--- src/rtl/ext_bus_responder.sv ---
`default_nettype none
// ============================================================================
// Module   : ext_bus_responder
// Summary  : Off-chip side of the 8051 multiplexed bus. Latches the ALE address
//            and serves PSEN/RD/WR strobes against a synchronous memory port.
// Revision : 1.0 - initial release
// ============================================================================
module ext_bus_responder #(
    parameter int ADDR_W  = 16,
    parameter int MEM_LAT = 1
) (
    input  logic              clk,
    input  logic              rst,
    input  logic              ale,
    input  logic              psen_n,
    input  logic              rd_n,
    input  logic              wr_n,
    input  logic [7:0]        p0_in,
    input  logic [7:0]        p2_in,
    output logic [7:0]        p0_out,
    output logic              p0_oe,
    output logic [ADDR_W-1:0] mem_addr,
    output logic              mem_code,
    output logic              mem_rd_en,
    input  logic [7:0]        mem_rdata,
    output logic              mem_wr_en,
    output logic [7:0]        mem_wdata,
    output logic              protocol_err
);

    localparam logic [2:0] c_MEM_LAT = 3'(MEM_LAT);

    typedef enum logic [2:0] {
        S_IDLE      = 3'd0,
        S_LATCHED   = 3'd1,
        S_RD_WAIT   = 3'd2,
        S_RD_DRIVE  = 3'd3,
        S_WR_ACTIVE = 3'd4
    } state_t;

    state_t      r_state, w_state_d;
    logic        r_ale_q;
    logic [7:0]  r_addr_lo, r_addr_hi;
    logic [2:0]  r_lat_cnt, w_lat_cnt_d;
    logic        r_rd_en, w_rd_en_d;
    logic        r_wr_en, w_wr_en_d;
    logic        r_err, w_err_d;
    logic        r_oe, w_oe_d;
    logic [7:0]  r_p0_out, w_p0_out_d;
    logic        r_code, w_code_d;
    logic [7:0]  r_wdata, w_wdata_d;

    logic        w_ale_fall;
    logic        w_serve_high;
    logic        w_multi;
    logic [15:0] w_addr16;

    assign w_ale_fall   = r_ale_q & ~ale;
    // The strobe that started the read is remembered through mem_code.
    assign w_serve_high = r_code ? psen_n : rd_n;
    assign w_multi      = (!psen_n && !rd_n) || (!psen_n && !wr_n) || (!rd_n && !wr_n);
    assign w_addr16     = {r_addr_hi, r_addr_lo};

    generate
        if (ADDR_W == 16) begin : g_addr_exact
            assign mem_addr = w_addr16;
        end else if (ADDR_W > 16) begin : g_addr_zext
            assign mem_addr = {{(ADDR_W-16){1'b0}}, w_addr16};
        end else begin : g_addr_trunc
            assign mem_addr = w_addr16[ADDR_W-1:0];
        end
    endgenerate

    // Transparent address latch: follows P0/P2 whenever ALE is high.
    always_ff @(posedge clk) begin
        if (rst) begin
            r_ale_q   <= 1'b0;
            r_addr_lo <= 8'h00;
            r_addr_hi <= 8'h00;
        end else begin
            r_ale_q <= ale;
            if (ale) begin
                r_addr_lo <= p0_in;
                r_addr_hi <= p2_in;
            end
        end
    end

    always_comb begin
        w_state_d   = r_state;
        w_lat_cnt_d = r_lat_cnt;
        w_rd_en_d   = 1'b0;
        w_wr_en_d   = 1'b0;
        w_err_d     = 1'b0;
        w_oe_d      = r_oe;
        w_p0_out_d  = r_p0_out;
        w_code_d    = r_code;
        w_wdata_d   = r_wdata;
        case (r_state)
            S_IDLE: begin
                w_oe_d = 1'b0;
                if (w_ale_fall) w_state_d = S_LATCHED;
            end
            S_LATCHED: begin
                w_oe_d = 1'b0;
                if (ale) begin
                    w_state_d = S_IDLE;
                end else if (!psen_n || !rd_n) begin
                    w_err_d     = w_multi;
                    w_rd_en_d   = 1'b1;
                    w_code_d    = ~psen_n;
                    w_lat_cnt_d = 3'd0;
                    w_state_d   = S_RD_WAIT;
                end else if (!wr_n) begin
                    w_code_d  = 1'b0;
                    w_wdata_d = p0_in;
                    w_state_d = S_WR_ACTIVE;
                end
            end
            S_RD_WAIT: begin
                if (ale) begin
                    w_err_d   = 1'b1;
                    w_oe_d    = 1'b0;
                    w_state_d = S_IDLE;
                end else if (w_serve_high) begin
                    w_state_d = S_IDLE;
                end else if (r_lat_cnt == c_MEM_LAT) begin
                    w_p0_out_d = mem_rdata;
                    w_oe_d     = 1'b1;
                    w_state_d  = S_RD_DRIVE;
                end else begin
                    w_lat_cnt_d = r_lat_cnt + 3'd1;
                end
            end
            S_RD_DRIVE: begin
                if (ale) begin
                    w_err_d   = 1'b1;
                    w_oe_d    = 1'b0;
                    w_state_d = S_IDLE;
                end else if (w_serve_high) begin
                    w_oe_d    = 1'b0;
                    w_state_d = S_IDLE;
                end
            end
            S_WR_ACTIVE: begin
                if (ale) begin
                    w_err_d   = 1'b1;
                    w_state_d = S_IDLE;
                end else if (!wr_n) begin
                    w_wdata_d = p0_in;
                end else begin
                    w_wr_en_d = 1'b1;
                    w_state_d = S_IDLE;
                end
            end
            default: begin
                w_oe_d    = 1'b0;
                w_state_d = S_IDLE;
            end
        endcase
    end

    always_ff @(posedge clk) begin
        if (rst) begin
            r_state   <= S_IDLE;
            r_lat_cnt <= 3'd0;
            r_rd_en   <= 1'b0;
            r_wr_en   <= 1'b0;
            r_err     <= 1'b0;
            r_oe      <= 1'b0;
            r_p0_out  <= 8'h00;
            r_code    <= 1'b0;
            r_wdata   <= 8'h00;
        end else begin
            r_state   <= w_state_d;
            r_lat_cnt <= w_lat_cnt_d;
            r_rd_en   <= w_rd_en_d;
            r_wr_en   <= w_wr_en_d;
            r_err     <= w_err_d;
            r_oe      <= w_oe_d;
            r_p0_out  <= w_p0_out_d;
            r_code    <= w_code_d;
            r_wdata   <= w_wdata_d;
        end
    end

    assign p0_out       = r_p0_out;
    assign p0_oe        = r_oe;
    assign mem_code     = r_code;
    assign mem_rd_en    = r_rd_en;
    assign mem_wr_en    = r_wr_en;
    assign mem_wdata    = r_wdata;
    assign protocol_err = r_err;

endmodule
`default_nettype wire

--- config.mk ---
export PLATFORM = sky130hd
export DESIGN_NAME = ext_bus_responder
export DESIGN_NICKNAME = d
export VERILOG_FILES = /design/src/rtl/ext_bus_responder.sv
export SDC_FILE = /design/constraint.sdc
export NUM_CORES = 1
export LEC_CHECK = 0
export ABC_AREA = 1
export ABC_CLOCK_PERIOD_IN_PS = 1400
export CAP_MARGIN = 20
export CELL_PAD_IN_SITES_DETAIL_PLACEMENT = 1
export CELL_PAD_IN_SITES_GLOBAL_PLACEMENT = 2
export CORE_ASPECT_RATIO = 0.7
export CORE_MARGIN = 1.5
export CORE_UTILIZATION = 23
export DETAILED_ROUTE_END_ITERATION = 12
export GPL_ROUTABILITY_DRIVEN = 0
export PLACE_DENSITY_LB_ADDON = 0.1
export RECOVER_POWER = 100
export SYNTH_ARGS = -nofsm -noshare
export SYNTH_HDL_FRONTEND = slang
export SYNTH_SLANG_ARGS = --single-unit
--- constraint.sdc ---
create_clock -name clk -period 1.4 [get_ports clk]
set_clock_uncertainty 0.05 [all_clocks]
set_input_delay 0.14 -clock clk [delete_from_list [all_inputs] [get_ports clk]]
set_output_delay 0.14 -clock clk [all_outputs]
set_load 0.02 [all_outputs]
==> summary.md, run 1 <==
| Metric | Value |
|---|---|
| Outcome | completed |
| CP max FO | 1 |
| Post-DP HPWL | 4.30 mm |
| Final min period | 1370 ps |
| #FFs+latches synth | 44 |
| DR vias | 1887 |
| All-Layer GR Usage | 14.5% |
| Hold Slack | 270 ps |
| Largest net degree at the start of global routing | 38 |
| N_diodes | 0 |
| Max Slew Vio Count | 0 |
| DRC Markers | 0 |
| Cell with the most instances after synthesis | nor2_1 |
| Setup crit end kind | output pin |
| DRT antenna net count | 0 |
| Fin area | 2930 um^2 |
| LEAKAGE | 1.39 nW |
| Post-route total power | 3.68 mW |
| H-Tree Depth | 2 |
| Placement Cell Area | 2730 um^2 |
| Slew HR | 79.2% |
| Worst Setup Start Kind | flip-flop |
| Clock Sinks | 44 |
| # port buffers | 66 |
| Clock transition at path regs | 70 ps |
| Top cells by count, synth | 84 x nor2_1, 44 x dfxtp_1, 34 x o21ai_0 |
| Clk root buf | clkbuf_16 |
| Seq/Total Area, Yosys | 48.3% |
| Final net count | 372 |
| Critical Path AT | 1180 ps |
| Synthesized cell area | 1830 um^2 |
| RSZ-0062 raised after global routing | true |
| Worst-margin pin slew | 309 ps |
| Syn Area/Cell | 7.24 um^2 |
| Netlist cell types | 25 |
| Sum of buffers and inverters on the critical path | 1 |
| Fmax achieved | 730 MHz |
| Warning count from the yosys run | 0 |
| First-pass GRT wire length | 9.56 mm |
| Power Density | 1260 nW/um^2 |
| Vias/cell | 4.30 |
| Fin crit share | 97.8% |
| VDD IR max | 0.488 mV |
| Final WL | 5.74 mm |
| Ys flop type | dfxtp_1 |
| Area delta synth->final | 60.6% |
| CP cell instances | clkdlybuf4s50_1 |
| Die Ht | 77.5 um |
| Number of synthesized flops with an enable pin | 0 |
| Placed cells | 428 |
| Post-Layout Cell Count | 439 |
| Ports | 67 |
| Drt initial violations | 63 |
| Core area | 7480 um^2 |
| Clock Latency Late Sink | 280 ps |
| CTS tree | built |
| Maxcap violations | 0 |
| Cells after synthesis | 252 |
| Chip width | 109 um |
| Initial Utilization | 24.4% |
| First-pass DRT Iterations | 4 |
| TNS Setup | 0 ps |
| Min-delay worst type | input pin to flip-flop |
| Post-layout util | 39.2% |
| Initial antenna violation count | 0 |
| CP peak stage delay | 590 ps |
| Routed wire per std cell | 13.1 um |
| Setup ws final | 31.0 ps |
| Net Count, Synth | 284 |
| Num CTS Buffers | 5 |
| Crit Path Class | flip-flop to output pin |
| Critical path required time | 1210 ps |
| Die area | 8490 um^2 |
| Post-synthesis async set-or-reset flop share | 0% |
| Largest delay contributor family on the critical path | buffers and inverters |
| Vias in the first global route | 1926 |
| Cell accounting for the most synthesized area | dfxtp_1 |
| Proportion of layout cells with a drive suffix above 1 | 17.6% |
| Share of the synthesized area in the top cell type | 48.3% |
| Slowest cell on crit path | clkdlybuf4s50_1 |
| Area contributors post-synth | dfxtp_1 48%, nor2_1 17%, o21ai_0 9.3%, nand2_1 5.8%, inv_1 3.1% |
| Core Rows | 26 |
| Setup violators final | 0 |
| Longest Clk Path Bufs | 2 |
| Pre-CTS setup slack | -242 ps |
| Global route total overflow | 0 |
| Final Hold Vio Count | 0 |
==> layout make-up <==
cell class	count	area [um^2]
Inverter	20	82.6
Timing Repair Buffer	86	767
Clock buffer	5	125
Sequential cell	44	886
Multi-Input combinational cell	183	902
Tap cell	98	123
Clock inverter	3	46.3
Fill cell	940	4550
==> power breakdown <==
group          switching [mW]  leakage (nW)  total, mW  internal (mW)
combinational           0.499         0.948      0.883          0.383
sequential             0.0830         0.361       1.42           1.34
clock                   0.525        0.0804       1.37          0.849
==> state kept, by name (all words and copies together), names as in the netlist, 3 cells and up <==
name / flops
r_addr_hi: 8
p0_out: 8
r_state: 3
r_lat_cnt: 3
r_addr_lo: 8
mem_wdata: 8
==> cells in the final DEF, fill, tap and decap left out, types with 2 or more instances in the layout <==
master and n:
a21oi_1 4, nand4_1 3, nand2_1 23, dlymetal6s2s_1 2
nand2_2 7, buf_4 17, clkbuf_1 3, nand2_4 2
dlygate4sd2_1 34, a21oi_2 2, clkbuf_16 5, clkdlybuf4s50_1 28
dfxtp_1 40, o21ai_0 27, inv_1 14, nor2_2 4
dfxtp_2 4, nand3_1 7, o21ai_1 7, nand3_2 4
nor2_1 81, nor3_1 2, inv_2 4
==> what timing repair did <==
item | CTS | global route
setup endpoints to repair | 50 | 25
hold buffers | 0 | 0
hold endpoints to repair | 0 | 0
resized for setup | 40 | 28
gates cloned | 1 | 1
pin swaps | 1 | 6
setup buffers | 1 | 0
==> cell families after synthesis <==
family | synth area share (%)
AND/OR/NAND/NOR | 31.7
adder cells (fa/ha/maj) | 1.37
AO/OA/AOI/OAI | 12.5
buffers and inverters | 6.24
flip-flops | 48.3
==> routing by layer <==
metal | GRT usage [%] | part of all wire [%] | vias to the layer above
met5 | 0 | 0 | -
met2 | 21.5 | 41 | 47
met3 | 3.61 | 4.9 | 4
li1 | - | - | 980
met1 | 21.0 | 53 | 856
met4 | 3.51 | 0.78 | 0
==> worst paths after layout <==
kind | from | end | slack, ps | cells after the start
max | protocol_err | protocol_err | 30 | 1
min | psen_n | mem_code | 270 | 4
min reg2reg | p0_oe | p0_oe | 420 | 2
max reg2reg | r_state[1] | mem_wdata[0] | 70 | 8
(Power assumes the default switching activity.)
==> run 2: changes to the inputs <==
--- a/config.mk
+++ b/config.mk
@@ -15,6 +15,7 @@
 export CORE_UTILIZATION = 23
 export DETAILED_ROUTE_END_ITERATION = 12
 export GPL_ROUTABILITY_DRIVEN = 0
+export GPL_TIMING_DRIVEN = 0
 export PLACE_DENSITY_LB_ADDON = 0.1
 export RECOVER_POWER = 100
 export SYNTH_ARGS = -nofsm -noshare
==> summary.md, run 2 (synthesized netlist as in run 1, its figures left out) <==
| Metric | Value |
|---|---|
| Outcome | completed |
| Ports | 67 (unchanged) |
| N_diodes | 0 (unchanged) |
| GR Util met1 | 20.2% (-0.79 points) |
| Worst Setup Start Kind | flip-flop |
| Final min period | 1370 ps (-2.51 ps) |
| LEAKAGE | 1.31 nW (-5.5%) |
| Met3 Use GR | 4.87% (+1.3 points) |
| Num CTS Buffers | 5 (unchanged) |
| Sum of buffers and inverters on the critical path | 1 (unchanged) |
| Fin crit share | 97.6% (-0.18 points) |
| Pre-CTS setup slack | -533 ps (-291 ps) |
| Routed wire per std cell | 13.8 um (+5.6%) |
| Setup violators final | 0 (unchanged) |
| DR vias | 1887 (unchanged) |
| # port buffers | 66 (unchanged) |
| Die area | 8490 um^2 (unchanged) |
| Final net count | 361 (-3.0%) |
| Setup ws final | 33.5 ps (+2.51 ps) |
| Chip width | 109 um (unchanged) |
| Initial Utilization | 24.4% (unchanged) |
| Vias/cell | 4.42 (+2.8%) |
| RSZ-0062 raised after global routing | true |
| CTS tree | built |
| Clock transition at path regs | 60 ps (about the same) |
| Drt initial violations | 47 (-25%) |
| Clock Sinks | 44 (unchanged) |
| Largest delay contributor family on the critical path | buffers and inverters |
| Initial antenna violation count | 0 (unchanged) |
| Power Density | 1230 nW/um^2 (-2.4%) |
| Proportion of layout cells with a drive suffix above 1 | 14.6% (-3.0 points) |
| Post-route total power | 3.44 mW (-6.5%) |
| Placed cells | 416 (-2.8%) |
| Fmax achieved | 732 MHz (+0.18%) |
| Maxcap violations | 0 (unchanged) |
| Post-Layout Cell Count | 427 (-2.7%) |
| TNS Setup | 0 ps (unchanged) |
| All-Layer GR Usage | 14.2% (-0.30 points) |
| Slew HR | 65.6% (-14 points) |
| Crit Path Class | flip-flop to output pin |
| First-pass DRT Iterations | 4 (unchanged) |
| Core Rows | 26 (unchanged) |
| CP max FO | 1 (unchanged) |
| Core area | 7480 um^2 (unchanged) |
| Slowest cell on crit path | clkdlybuf4s50_1 |
| Critical Path AT | 1180 ps (about the same) |
| Most common library cell in the layout ignoring fill and taps | nor2_1 |
| Final Hold Vio Count | 0 (unchanged) |
| Setup crit end kind | output pin |
| Post-DP HPWL | 4.29 mm (-0.23%) |
| Global route total overflow | 0 (unchanged) |
| DRT antenna net count | 0 (unchanged) |
| Most frequent cells in the layout | 80 x nor2_1, 38 x dfxtp_1, 30 x o21ai_0, 30 x dlygate4sd2_1, 26 x clkdlybuf4s50_1 |
| VDD IR max | 0.604 mV (+24%) |
| Area delta synth->final | 53.8% |
| Final WL | 5.90 mm (+2.7%) |
| GR peak layer | met2 |
| CP peak stage delay | 590 ps (about the same) |
| Die Ht | 77.5 um (unchanged) |
| Longest Clk Path Bufs | 2 (unchanged) |
| Critical path required time | 1210 ps (about the same) |
| Max Slew Vio Count | 0 (unchanged) |
| Worst-margin pin slew | 515 ps (+206 ps) |
| Clk root buf | clkbuf_16 |
| Met2 Resource Use GR | 21.0% (-0.50 points) |
| CP cell instances | clkdlybuf4s50_1 |
| Min-delay worst type | input pin to flip-flop |
| Vias in the first global route | 1901 (-1.3%) |
| Largest net degree at the start of global routing | 13 (-66%) |
| First-pass GRT wire length | 9.43 mm (-1.4%) |
| Post-CTS Hold Fix Bufs | 0 (unchanged) |
| DRC Markers | 0 (unchanged) |
| H-Tree Depth | 2 (unchanged) |
| Clock Latency Late Sink | 280 ps (about the same) |
run 2: path summary, 6_finish.rpt:
kind	start	slack, ps	end	cells after the start
worst min-delay path	rst	210	r_state[2]	2
worst max register to register	r_lat_cnt[1]	80	p0_out[0]	7
worst max-delay path	protocol_err	30	protocol_err	1
worst min register to register	p0_out[1]	420	p0_out[1]	2
run 2: layout make-up:
cell class                      instances  area [um^2]
Sequential cell                        44          891
Clock inverter                          1         5.00
Multi-Input combinational cell        183          938
Tap cell                               98          123
Buffer                                  7         37.5
Timing Repair Buffer                   68          602
Clock buffer                            6          129
Fill cell                             916         4670
Inverter                               20         82.6
run 2: per-stage QoR:
stage	utilization, %	hold WS [ps]	cell area [um^2]
global placement	34.9	415	2610
global route	37.5	230	2810
detailed placement	34.9	421	2610
finish	37.5	207	2810
CTS	36.9	396	2760
floorplan	-	159	1830
run 2: what timing repair did:
action,in CTS,in global routing
buffers inserted,1,1
endpoints found under the setup margin,63,40
gates resized for setup,46,37
pin swaps,2,4
cloned,1,1
endpoints found under the hold margin,0,0
run 2: routing by layer:
metal,vias to the layer above,part of all wire [%]
met5,-,0
met4,0,0.42
met3,2,6.7
met2,47,41
met1,874,52
li1,964,-
run 2: report_power, final:
part	internal [mW]	switching, mW	total [mW]
sequential	1.35	0.0992	1.45
combinational	0.348	0.518	0.866
clock	0.650	0.478	1.13
